`src/rtl/matrix_pkg.sv`:
```
// matrix_pkg: definitions shared by the matrix permute engine, its round
// sub-module and the bench.
//   MATRIX_DIM, CELLS : geometry of the 5x5 cell matrix
//   state_t           : engine FSM state encoding
//   cell_dest()       : destination cell index of one forward round
package matrix_pkg;

  localparam int MATRIX_DIM = 5;
  localparam int CELLS      = MATRIX_DIM * MATRIX_DIM;

  typedef enum logic [1:0] {
    IDLE = 2'd0,
    RUN  = 2'd1,
    DONE = 2'd2
  } state_t;

  // Cell i sits at x=i%5, y=i/5. It is first offset by (3,3). The offset
  // coordinates are then mapped to (y'+2, 2x'+3y'+2) mod 5. That linear map
  // has a non-zero determinant mod 5, so every round is a bijection.
  function automatic int cell_dest(input int i);
    int x, y, xs, ys, nx, ny;
    x  = i % MATRIX_DIM;
    y  = i / MATRIX_DIM;
    xs = (x + 3) % MATRIX_DIM;
    ys = (y + 3) % MATRIX_DIM;
    nx = (ys + 2) % MATRIX_DIM;
    ny = (((2 * xs + 3 * ys) % MATRIX_DIM) + 2) % MATRIX_DIM;
    return MATRIX_DIM * ny + nx;
  endfunction

endpackage

```
`src/rtl/matrix_permute_round.sv`:
```
// matrix_permute_round: one combinational permutation round over 25 lanes.
//   data   : input matrix, cell i at [i*LANE_W +: LANE_W]
//   inv    : 1 selects the inverse round (only used when
//            MATRIX_PERMUTE_INVERSE_EN is defined, otherwise ignored)
//   result : permuted matrix; whole lanes are moved, never split
// Optional feature macro: MATRIX_PERMUTE_INVERSE_EN
module matrix_permute_round
  import matrix_pkg::*;
#(
  parameter int LANE_W = 1
) (
  input  logic [CELLS*LANE_W-1:0] data,
  input  logic                    inv,
  output logic [CELLS*LANE_W-1:0] result
);

  logic [CELLS*LANE_W-1:0] fwd;

  // Pure wiring: each lane goes to a compile-time destination slot.
  generate
    for (genvar gi = 0; gi < CELLS; gi++) begin : g_fwd
      localparam int DST = cell_dest(gi);
      assign fwd[DST*LANE_W +: LANE_W] = data[gi*LANE_W +: LANE_W];
    end
  endgenerate

`ifdef MATRIX_PERMUTE_INVERSE_EN
  logic [CELLS*LANE_W-1:0] bwd;

  // Inverse gathers from the forward destination instead of scattering to it.
  generate
    for (genvar gi = 0; gi < CELLS; gi++) begin : g_inv
      localparam int DST = cell_dest(gi);
      assign bwd[gi*LANE_W +: LANE_W] = data[DST*LANE_W +: LANE_W];
    end
  endgenerate

  assign result = inv ? bwd : fwd;
`else
  logic unused_inv;
  assign unused_inv = inv;
  assign result     = fwd;
`endif

endmodule

```
`src/rtl/matrix_permute_engine.sv`:
```
// matrix_permute_engine: applies in_rounds permutation rounds, one per clock,
// to a latched 5x5 matrix and holds the result until it is consumed.
//   clk, rst            : clock, synchronous active-high reset
//   in_valid/in_ready   : input handshake (ready only in IDLE, not in reset)
//   in_data, in_rounds  : matrix and number of rounds, latched on accept
//   in_inv              : inverse-round select (MATRIX_PERMUTE_INVERSE_EN only)
//   out_valid/out_ready : result handshake, valid in DONE
//   out_data            : result, forced to 0 outside DONE
//   busy                : FSM is not IDLE
// Optional feature macro: MATRIX_PERMUTE_INVERSE_EN
module matrix_permute_engine
  import matrix_pkg::*;
#(
  parameter int LANE_W   = 1,
  parameter int ROUNDS_W = 5
) (
  input  logic                    clk,
  input  logic                    rst,
  input  logic                    in_valid,
  output logic                    in_ready,
  input  logic [CELLS*LANE_W-1:0] in_data,
  input  logic [ROUNDS_W-1:0]     in_rounds,
  input  logic                    in_inv,
  output logic                    out_valid,
  input  logic                    out_ready,
  output logic [CELLS*LANE_W-1:0] out_data,
  output logic                    busy
);

  state_t                  state_reg, state_next;
  logic [CELLS*LANE_W-1:0] data_reg, data_next;
  logic [ROUNDS_W-1:0]     cnt_reg, cnt_next;
  logic [CELLS*LANE_W-1:0] round_data;
  logic                    round_inv;

`ifdef MATRIX_PERMUTE_INVERSE_EN
  logic inv_reg, inv_next;
  assign round_inv = inv_reg;
`else
  logic unused_in_inv;
  assign unused_in_inv = in_inv;
  assign round_inv     = 1'b0;
`endif

  matrix_permute_round #(
    .LANE_W (LANE_W)
  ) u_round (
    .data   (data_reg),
    .inv    (round_inv),
    .result (round_data)
  );

  always_ff @(posedge clk) begin
    if (rst) begin
      state_reg <= IDLE;
      data_reg  <= '0;
      cnt_reg   <= '0;
`ifdef MATRIX_PERMUTE_INVERSE_EN
      inv_reg   <= 1'b0;
`endif
    end else begin
      state_reg <= state_next;
      data_reg  <= data_next;
      cnt_reg   <= cnt_next;
`ifdef MATRIX_PERMUTE_INVERSE_EN
      inv_reg   <= inv_next;
`endif
    end
  end

  always_comb begin
    state_next = state_reg;
    data_next  = data_reg;
    cnt_next   = cnt_reg;
`ifdef MATRIX_PERMUTE_INVERSE_EN
    inv_next   = inv_reg;
`endif
    unique case (state_reg)
      IDLE: begin
        if (in_valid) begin
          data_next  = in_data;
          cnt_next   = in_rounds;
`ifdef MATRIX_PERMUTE_INVERSE_EN
          inv_next   = in_inv;
`endif
          state_next = (in_rounds != '0) ? RUN : DONE;
        end
      end
      RUN: begin
        // The counter only counts down to 1 here, so the maximum round count
        // never wraps.
        data_next = round_data;
        cnt_next  = cnt_reg - ROUNDS_W'(1);
        if (cnt_reg == ROUNDS_W'(1)) begin
          state_next = DONE;
        end
      end
      DONE: begin
        if (out_ready) begin
          state_next = IDLE;
        end
      end
      default: state_next = IDLE;
    endcase
  end

  // Outputs are also gated by rst so they read 0 in the reset cycle itself,
  // before the synchronous reset has taken effect on the state register.
  assign in_ready  = (state_reg == IDLE) && !rst;
  assign out_valid = (state_reg == DONE) && !rst;
  assign busy      = (state_reg != IDLE) && !rst;
  assign out_data  = out_valid ? data_reg : '0;

endmodule
```
`config.mk`:
```
export PLATFORM = sky130hd
export DESIGN_NAME = matrix_permute_engine
export DESIGN_NICKNAME = d
export VERILOG_FILES = /design/src/rtl/matrix_pkg.sv /design/src/rtl/matrix_permute_round.sv /design/src/rtl/matrix_permute_engine.sv
export SDC_FILE = /design/constraint.sdc
export NUM_CORES = 1
export LEC_CHECK = 0
export ABC_CLOCK_PERIOD_IN_PS = 2000
export CORE_MARGIN = 2
export CORE_UTILIZATION = 44
export DETAILED_ROUTE_END_ITERATION = 6
export PLACE_DENSITY_LB_ADDON = 0.2
export RECOVER_POWER = 100
export SETUP_SLACK_MARGIN = 0.2
export SLEW_MARGIN = 20
export SYNTH_ARGS = -nofsm -noshare
export SYNTH_HDL_FRONTEND = slang
export SYNTH_SLANG_ARGS = --single-unit
```
`constraint.sdc`:
```
create_clock -name clk -period 2 [get_ports clk]
set_clock_uncertainty 0.15 [all_clocks]
set_input_delay 0.5 -clock clk [delete_from_list [all_inputs] [get_ports clk]]
set_output_delay 0.5 -clock clk [all_outputs]
set_load 0.005 [all_outputs]
```
==> impl_metrics.tcl, run 1 <==
set metrics [dict create \
    status "finished, violations left" \
    violations "negative setup slack" \
    largest_register_ffs 25 \
    synth_area_per_cell_sq_um 7.66 \
    critical_path_class "input pin to output pin" \
    worst_hold_path.endpoint "cnt_reg[1]$_SDFFE_PP0P_" \
    dieWidth_microns 66.3 \
    synth_edf_count 0 \
    hold_depth 2 \
    post_drt_via_cell_ratio 5.40 \
    synthArstFlopShare_pct 0 \
    rsz0062_at_grt "true" \
    cts_sinks 32 \
    syn2layout_area_growth_pct 56.9 \
    ctsHoldBuffers 0 \
    io_buffers 61 \
    p_per_area_nw_per_um2 741 \
    cp.required_ps 1350 \
    coreArea_sq_um 3690 \
    grt_overflow 0 \
    hold_viol_final 0 \
    syn_inst 223 \
    die_h_microns 66.3 \
    synth_area_leader_cell "dfxtp_1" \
    hold_start "cnt_reg[1]$_SDFFE_PP0P_" \
    r2r_end "cnt_reg[4]$_SDFFE_PP0P_" \
    antenna_cells 0 \
    finalMaxSlewViolations 0 \
    cp_cell_sequence "buf_4 > nor3b_4 > buf_6 > buf_16 > and2_1 > clkdlybuf4s15_2" \
    setup_ws_ps -78.5 \
    globalRouteTotalUtil_pct 24.0 \
    place_inst 329 \
    die_area_sq_um 4400 \
    reg2reg_depth 7 \
    setup_violations 17 \
    syn_area_sq_um 1710 \
    cts_root_buf "clkbuf_8" \
    rows 22 \
    grt_pass1_wl_microns 7980 \
    start_kind "input pin" \
    synth.top_cells.by_count "nand2_1, dfxtp_1, nor2_1, and2_1, a311oi_1" \
    drc 0 \
    r2r_slack_ps 0 \
    grt_max_degree 33 \
    worstPathArrival_ps 1430 \
    pre_cts_slack_ps -706 \
    instances_no_fill 344 \
    worst_slew_pin_slew_ps 465 \
    wl_per_cell_microns 15.0 \
    yosys.area.top_type_share_pct 37.5 \
    place_congestion 0.823 \
    finalWirelength_microns 5150 \
    initial_utilization_pct 46.3 \
    period_share_pct 104 \
    p_leak_nw 1.13 \
    clk_latency_ps 280 \
    ir_worst_vdd_mv 0.535 \
    fmax_mhz 481 \
    slew_headroom_pct 69.0 \
    cts_tree "built" \
    critPathSlowestCell "nor3b_4" \
    worstPathMaxFanout 13 \
    timing.final.crit_period_ps 2080 \
    vias 1856 \
    final.setup.tns_ps -1120 \
    first_pass_iters 4 \
    clockBufferDepth 2 \
    synth.most_common_cell "nand2_1" \
    ys_seq_area_share_pct 37.5 \
    hpwl_microns 3230 \
    ioPinCount 63 \
    antenna_found_initial 0 \
    hp-class "flop to flop" \
    maxCapViolCount 0 \
    htreeDepth 2 \
    syn-num-nets 260 \
    synth-main-ff-cell "dfxtp_1" \
    nets 333 \
    crit_path_max_incr_delay_ps 200 \
    synth-seq-cells 32 \
    postRouteAntennaNets 0 \
    reg2reg_from "state_reg[0]$_SDFFE_PP0P_" \
    utilization_pct 72.7 \
    synth.distinct_cells 32 \
    first_global_vias 1701 \
    clk_pin_slew_ps 60 \
    layout-drive-gt1-share_pct 26.7 \
    synth.area.top_cells "dfxtp_1, a311oi_1, nand2_1" \
    drt-initial-drc-count 117 \
    yosysWarnings 0 \
    numCtsBuffers 5 \
    hold_ws_ps 333 \
    crit_path_end_kind "output pin" \
]
==> cell families (layout without fill, tap and decap cells) <==
family	Yosys count	in the layout	share of synthesized area, %
AND/OR/NAND/NOR	122	122	33.5
AO/OA/AOI/OAI	42	42	20.0
flip-flops	32	32	37.5
buffers and inverters	24	97	6.95
adder cells (fa/ha/maj)	2	2	1.46
multiplexers	1	1	0.586
==> routing by layer <==
layer / wire (microns) / global-route usage, % / vias to the layer above / part of all wire [%]
met4: 21 / 6.89 / 0 / 0.41
met1: 2350 / 33.3 / 863 / 46
met5: 0 / 0 / - / 0
li1: - / - / 917 / -
met2: 2410 / 37.0 / 74 / 47
met3: 371 / 5.28 / 2 / 7.2
==> report_power, final <==
part / leakage [nW] / switching (mW) / total [mW] / internal [mW]
logic: 0.825 / 0.351 / 0.687 / 0.336
registers: 0.267 / 0.0923 / 0.842 / 0.750
clock network: 0.0410 / 0.221 / 0.457 / 0.236
total: 1.13 / 0.664 / 1.99 / 1.32
==> how the worst max path moves through the flow <==
stage / slack (ps) / end / cells after the start / start
finish: -80 / out_data[13] / 6 / rst
CTS: -70 / out_data[16] / 6 / state_reg[0]$_SDFFE_PP0P_
detailed placement: -710 / out_data[14] / 5 / rst
floorplan: 130 / out_data[10] / 4 / rst
global placement: -670 / out_data[16] / 5 / rst
global route: -130 / out_data[23] / 5 / state_reg[1]$_SDFFE_PP0P_
==> stage by stage <==
| step | power [mW] | cell area [sq um] |
|---|---|---|
| 2_1_floorplan | 1.23 | 1730 |
| 3_3_place_gp | 1.45 | 2450 |
| 3_5_place_dp | 1.47 | 2450 |
| 4_1_cts | 1.97 | 2660 |
| 5_1_grt | 2.11 | 2680 |
| 6_report | 1.99 | 2680 |
==> worst max-delay path: cells and delay by family <==
family / cells / cell delay [ps]
AND/OR/NAND/NOR: 2 / 320
buffers and inverters: 4 / 620
==> placed cells by master, fill, tap and decap left out, types with 2 or more instances in the layout <==
cell type	netlist	layout
nand3b_1	2	2
buf_12	0	3
o21a_1	2	2
and2_4	0	13
clkdlybuf4s15_2	0	3
and2_1	25	12
a311oi_1	24	23
a21oi_1	2	2
a211oi_1	3	3
dfxtp_2	0	2
o21ai_0	2	2
dlygate4sd2_1	0	3
nor2_1	30	29
buf_4	4	12
buf_16	0	2
o211ai_1	2	2
dfxtp_1	32	30
buf_2	11	9
clkbuf_8	0	5
nor3_1	6	5
nor3b_1	2	2
clkdlybuf4s50_1	0	29
nand2_1	50	50
clkbuf_2	0	2
buf_6	0	20
inv_1	4	4
ha_1	2	2
clkbuf_1	5	2
==> timing repair <==
action                     in CTS  in global routing
pin swaps                       8                  7
resized for setup             138                 21
setup endpoints to repair      28                 57
cloned                          2                  0
setup buffers                   5                  1
==> cell type report <==
| cell class | count | area [sq um] |
|---|---|---|
| inverters | 4 | 15.0 |
| repair buffers | 86 | 865 |
| fillers | 332 | 1010 |
| multi-input cells | 167 | 1020 |
| well taps | 48 | 60.1 |
| clock inverters | 1 | 5.00 |
| flip-flops and latches | 32 | 643 |
| clock buffers | 6 | 72.6 |
Power figures use the tool's default switching activity.
==> inputs of run 2 (changes only) <==
Settings changed: ABC_AREA from default to 1, CORE_MARGIN 2 to default, CORE_UTILIZATION 44 to 46.
==> run 2 against run 1 <==
Against the previous run: the flow now finishes without violations; cell count grew 17%; critical path depth shrank 1; sequential power shrank 4.0%; sequential cell count is the same; hold slack gained 6.9 ps; synthesized area grew 10%; via count grew 6.3%; non-clock buffer count shrank 14; final area shrank 0.70%; critical endpoint is now out_data[19]; largest power group unchanged.
==> impl_metrics.tcl, run 2 <==
set metrics [dict create \
    status "complete, no violations" \
    rsz0062_at_grt "true" \
    htreeDepth 2 \
    finalWirelength_microns 4890 \
    ioPinCount 63 \
    io_buffers 61 \
    setup_violations 0 \
    cp.required_ps 1350 \
    grt_max_degree 41 \
    synth.area.top_cells "dfxtp_1, nor2_1, o21ai_2" \
    final_cell_mix "nor2_1, nand2_1, inv_1" \
    clockBufferDepth 2 \
    first_pass_iters 4 \
    clk_latency_ps 280 \
    synth.distinct_cells 18 \
    globalRouteTotalUtil_pct 24.5 \
    setup_ws_ps 32.1 \
    nets 393 \
    finalMaxSlewViolations 0 \
    die_area_sq_um 4340 \
    hpwl_microns 3140 \
    fmax_mhz 508 \
    synth_area_per_cell_sq_um 6.48 \
    slew_headroom_pct 50.3 \
    synth_edf_count 0 \
    p_leak_nw 1.18 \
    antenna_found_initial 0 \
    synth-seq-cells 32 \
    dieWidth_microns 65.9 \
    first_global_vias 1783 \
    grt_pass1_wl_microns 8050 \
    final.setup.tns_ps 0 \
    synth.most_common_cell "nor2_1" \
    antenna_cells 0 \
    crit_path_end_kind "output pin" \
    ys_seq_area_share_pct 34.1 \
    postRouteAntennaNets 0 \
    timing.final.crit_period_ps 1970 \
    drt-initial-drc-count 156 \
    worstPathMaxFanout 7 \
    cts_sinks 32 \
    synth.top_cells.by_count "nor2_1, nand2_1, inv_1, dfxtp_1, o21ai_0" \
    initial_utilization_pct 49.5 \
    yosys.area.top_type_share_pct 34.1 \
    vias 1973 \
    regArea_sq_um 643 \
    power_mw 2.15 \
    syn-num-nets 327 \
    cts_tree "built" \
    layout-drive-gt1-share_pct 28.1 \
    yosysWarnings 0 \
    largest_register_ffs 25 \
    syn_inst 290 \
    hold_ws_ps 340 \
    synthArstFlopShare_pct 0 \
    grt_overflow 0 \
    ir_worst_vdd_mv 0.401 \
    period_share_pct 98.4 \
    critical_path_class "flop to output pin" \
    synth_area_leader_cell "dfxtp_1" \
    numCtsBuffers 5 \
    pre_cts_slack_ps -751 \
    multi_input_area_sq_um 1100 \
    rows 22 \
    place_congestion 0.792 \
    drc 0 \
    p_per_area_nw_per_um2 807 \
    clk_pin_slew_ps 70 \
    die_h_microns 65.9 \
    worst_slew_pin_slew_ps 745 \
    synth-main-ff-cell "dfxtp_1" \
    worstPathArrival_ps 1320 \
    coreArea_sq_um 3800 \
    syn2layout_area_growth_pct 41.7 \
    cts_root_buf "clkbuf_8" \
    fillers 355 \
    hold_viol_final 0 \
    syn_area_sq_um 1880 \
    maxCapViolCount 0 \
    start_kind "flop" \
    hp-class "flop to flop" \
    post_drt_via_cell_ratio 4.88 \
    utilization_pct 70.1 \
    wl_per_cell_microns 12.1 \
    final_common_cell "nor2_1" \
]
run 2: cell types whose count changed in the layout (fill, tap and decap cells not counted), sizes merged, moves of 3 or more:
cell    change
nand2       -8
a311oi     -24
o21ai      +53
nor3b       -3
nor3        -5
nand3       +7
nor2       +58
a211oi      -3
buf        -18
inv        +37
clkbuf      +6
and2       -25
a21oi       +4
run 2: kinds of logic (layout without fill, tap and decap cells):
group                      count (synthesis)  count (layout)  share of synthesized area [%]
DFF                                       32              32                           34.1
AOI/OAI and AO/OA                         63              63                           22.4
and+or+nand+nor                          139             139                           29.2
buffers and inverters                     54             120                           13.0
adders and majority gates                  2               2                           1.33
run 2: layer usage:
metal / up-vias / GRT usage [%] / routed length [microns]
met3: 7 / 6.55 / 276
met4: 0 / 7.88 / 49
met2: 62 / 40.3 / 2320
li1: 1035 / - / -
met5: - / 0 / 0
met1: 869 / 30.8 / 2240
run 2: worst paths after layout:
kind / start / to / slack (ps) / cells past startpoint
setup reg to reg: state_reg[0]$_SDFFE_PP0P_ / data_reg[19]$_SDFFE_PP0P_ / 370 / 9
hold reg to reg: data_reg[12]$_SDFFE_PP0P_ / data_reg[12]$_SDFFE_PP0P_ / 340 / 2
setup / recovery: state_reg[0]$_SDFFE_PP0P_ / out_data[19] / 30 / 5
hold / removal: data_reg[12]$_SDFFE_PP0P_ / data_reg[12]$_SDFFE_PP0P_ / 340 / 2
run 2: power breakdown:
group          switching, mW  internal [mW]
clock                  0.237          0.306
combinational          0.489          0.309
sequential            0.0601          0.748
total                  0.785           1.36
run 2: per-stage QoR:
stage          instance area (sq um)  std cells
2_1_floorplan                   1880        290
3_3_place_gp                    2520        392
3_5_place_dp                    2520        392
4_1_cts                         2640        404
5_1_grt                         2660        404
6_report                        2660        404
run 2: layout make-up:
class	count	area share, %
inverters	39	6.06
well taps	48	2.26
repair inverters	2	0.752
repair buffers	72	21.9
multi-input cells	204	41.3
clock buffers	7	3.62
flip-flops and latches	32	24.2
run 2: worst max-delay path, stage by stage, from the launching register on:
cell	delay (ps)
dfxtp_2	340
nor3_4	220
buf_6	190
inv_12	70
nor2_4	90
buf_2	120
run 2: what timing repair did:
action                                  CTS  global route
gates resized for setup                 142            17
hold buffers                              0             0
endpoints found under the setup margin   28            30
pin swaps                                 2             1
cloned                                    2             0
setup buffers                             3             0
==> inputs of run 3 (changes only) <==
Settings changed: GPL_TIMING_DRIVEN from default to 0.
==> run 3 against run 2 <==
Against the previous run: the run now ends with negative setup slack left; highest routed layer unchanged; largest power group is now combinational cells; clock power shrank 4%; final area is 9.9% higher; largest cell class unchanged; fmax is 9.3% lower; critical endpoint is now out_valid; routed wire length increased by 26%; first-iteration DRC count down 13%.
==> impl_metrics.tcl, run 3 (synthesis gave the netlist of run 2 again) <==
set metrics [dict create \
    status "finished, violations left" \
    violations "negative setup slack" \
    nets 422 \
    start_kind "flop" \
    worstPathMaxFanout 4 \
    clk_latency_ps 290 \
    globalRouteTotalUtil_pct 30.4 \
    path_delay_family "buffers and inverters" \
    hpwl_microns 3670 \
    worstPathArrival_ps 1520 \
    cts_sinks 32 \
    antenna_found_initial 0 \
    clk_pin_slew_ps 60 \
    timing.final.crit_period_ps 2170 \
    maxCapViolCount 0 \
    grt_overflow 0 \
    pre_cts_slack_ps -1130 \
    drt-initial-drc-count 136 \
    final.setup.tns_ps -2900 \
    finalMaxSlewViolations 0 \
    setup_ws_ps -169 \
    grt_max_degree 11 \
    fillers 280 \
    place_congestion 0.843 \
    numCtsBuffers 5 \
    place_inst 399 \
    io_buffers 61 \
    critical_path_buf_inv_count 7 \
    layout-drive-gt1-share_pct 33.2 \
    crit_path_max_incr_delay_ps 370 \
    first_pass_iters 4 \
    intPower_mw 1.42 \
    ir_worst_vdd_mv 0.435 \
    rsz0062_at_grt "true" \
    switching_share_pct 37.6 \
    crit_path_end_kind "output pin" \
    slew_headroom_pct 67.0 \
    final_cell_mix "nor2_1, nand2_1, inv_1" \
    cts_tree "built" \
    post_drt_via_cell_ratio 5.09 \
    hold_viol_final 0 \
    coreArea_sq_um 3800 \
    p_switching_mw 0.856 \
    first_global_vias 2187 \
    htreeDepth 2 \
    cp.required_ps 1350 \
    grt_pass1_wl_microns 9690 \
    critical_path.most_common_cell "buf_6" \
    setup_violations 25 \
    wl_per_cell_microns 14.2 \
    initial_utilization_pct 49.5 \
    clkPwrFrac_pct 22.9 \
    final_common_cell "nor2_1" \
    die_area_sq_um 4340 \
    pwr-share-seq_pct 36.0 \
    rows 22 \
    clockBufferDepth 2 \
    vias 2208 \
    largest_register_ffs 25 \
    fmax_mhz 461 \
    period_share_pct 108 \
    instances_no_fill 434 \
    p_per_area_nw_per_um2 779 \
    critical_path_class "flop to output pin" \
    cts_root_buf "clkbuf_8" \
    die_h_microns 65.9 \
    hp-class "input pin to flop" \
    postRouteAntennaNets 0 \
    finalWirelength_microns 6180 \
    ioPinCount 63 \
    dieWidth_microns 65.9 \
    cp_cell_sequence "nor3_4 > buf_4 > buf_6 > buf_6 > buf_6 > buf_6 > buf_6 > buf_6" \
    p_leak_nw 1.33 \
    syn2layout_area_growth_pct 55.7 \
    utilization_pct 77.0 \
    pwr-share-comb_pct 41.1 \
    drc 0 \
    worst_slew_pin_slew_ps 495 \
    critPathSlowestCell "dfxtp_4" \
    antenna_cells 0 \
]
## run 3: cell count changes in the layout (fill, tap and decap cells not counted), sizes merged
cell and change:
buf +28, clkdlybuf4s15 +4, clkbuf +2, dlygate4sd2 -2, inv -2, clkdlybuf4s50 -1, dlymetal6s2s +1
## run 3: power groups by stage
stage	clock, mW	combinational [mW]	sequential, mW
detailed placement	0	0.779	0.824
global placement	0	0.759	0.820
floorplan	0	0.552	0.808
finish	0.523	0.936	0.820
global route	0.555	1.03	0.831
CTS	0.523	0.884	0.813
## run 3: layer usage
layer,global-route usage (%),up-vias,wire length [microns]
met5,0,-,0
met4,19.0,0,171
met3,7.24,15,381
met2,52.6,78,3110
met1,32.9,1021,2520
li1,-,1094,-
## run 3: timing repair
action                     CTS  global route
hold buffers                 0             0
gates cloned                 1             0
setup endpoints to repair   48            52
pin swaps                    4             5
resized for setup          159            21
setup buffers               20             6
## run 3: metrics by stage
step                power (mW)  hold WS, ps  instance area, sq um
floorplan                 1.36          280                  1880
global placement          1.58          294                  2550
detailed placement        1.60          304                  2550
CTS                       2.22          296                  2850
global route              2.42          302                  2930
finish                    2.28          306                  2930
## run 3: area by class of cell
class / instances / area, sq um / share of cell area (%)
multi-input cells: 204 / 1080 / 36.9
repair buffers: 88 / 763 / 26.1
plain buffers: 15 / 133 / 4.53
inverters: 39 / 151 / 5.17
flip-flops and latches: 32 / 648 / 22.1
well taps: 48 / 60.1 / 2.05
clock buffers: 8 / 90.1 / 3.08
## run 3: final timing paths
path | cells after the start | from | end | slack [ps]
max reg2reg | 7 | state_reg[0]$_SDFFE_PP0P_ | state_reg[1]$_SDFFE_PP0P_ | 100
min reg2reg | 2 | data_reg[12]$_SDFFE_PP0P_ | data_reg[12]$_SDFFE_PP0P_ | 320
max | 8 | state_reg[0]$_SDFFE_PP0P_ | out_valid | -170
min | 2 | rst | cnt_reg[3]$_SDFFE_PP0P_ | 310
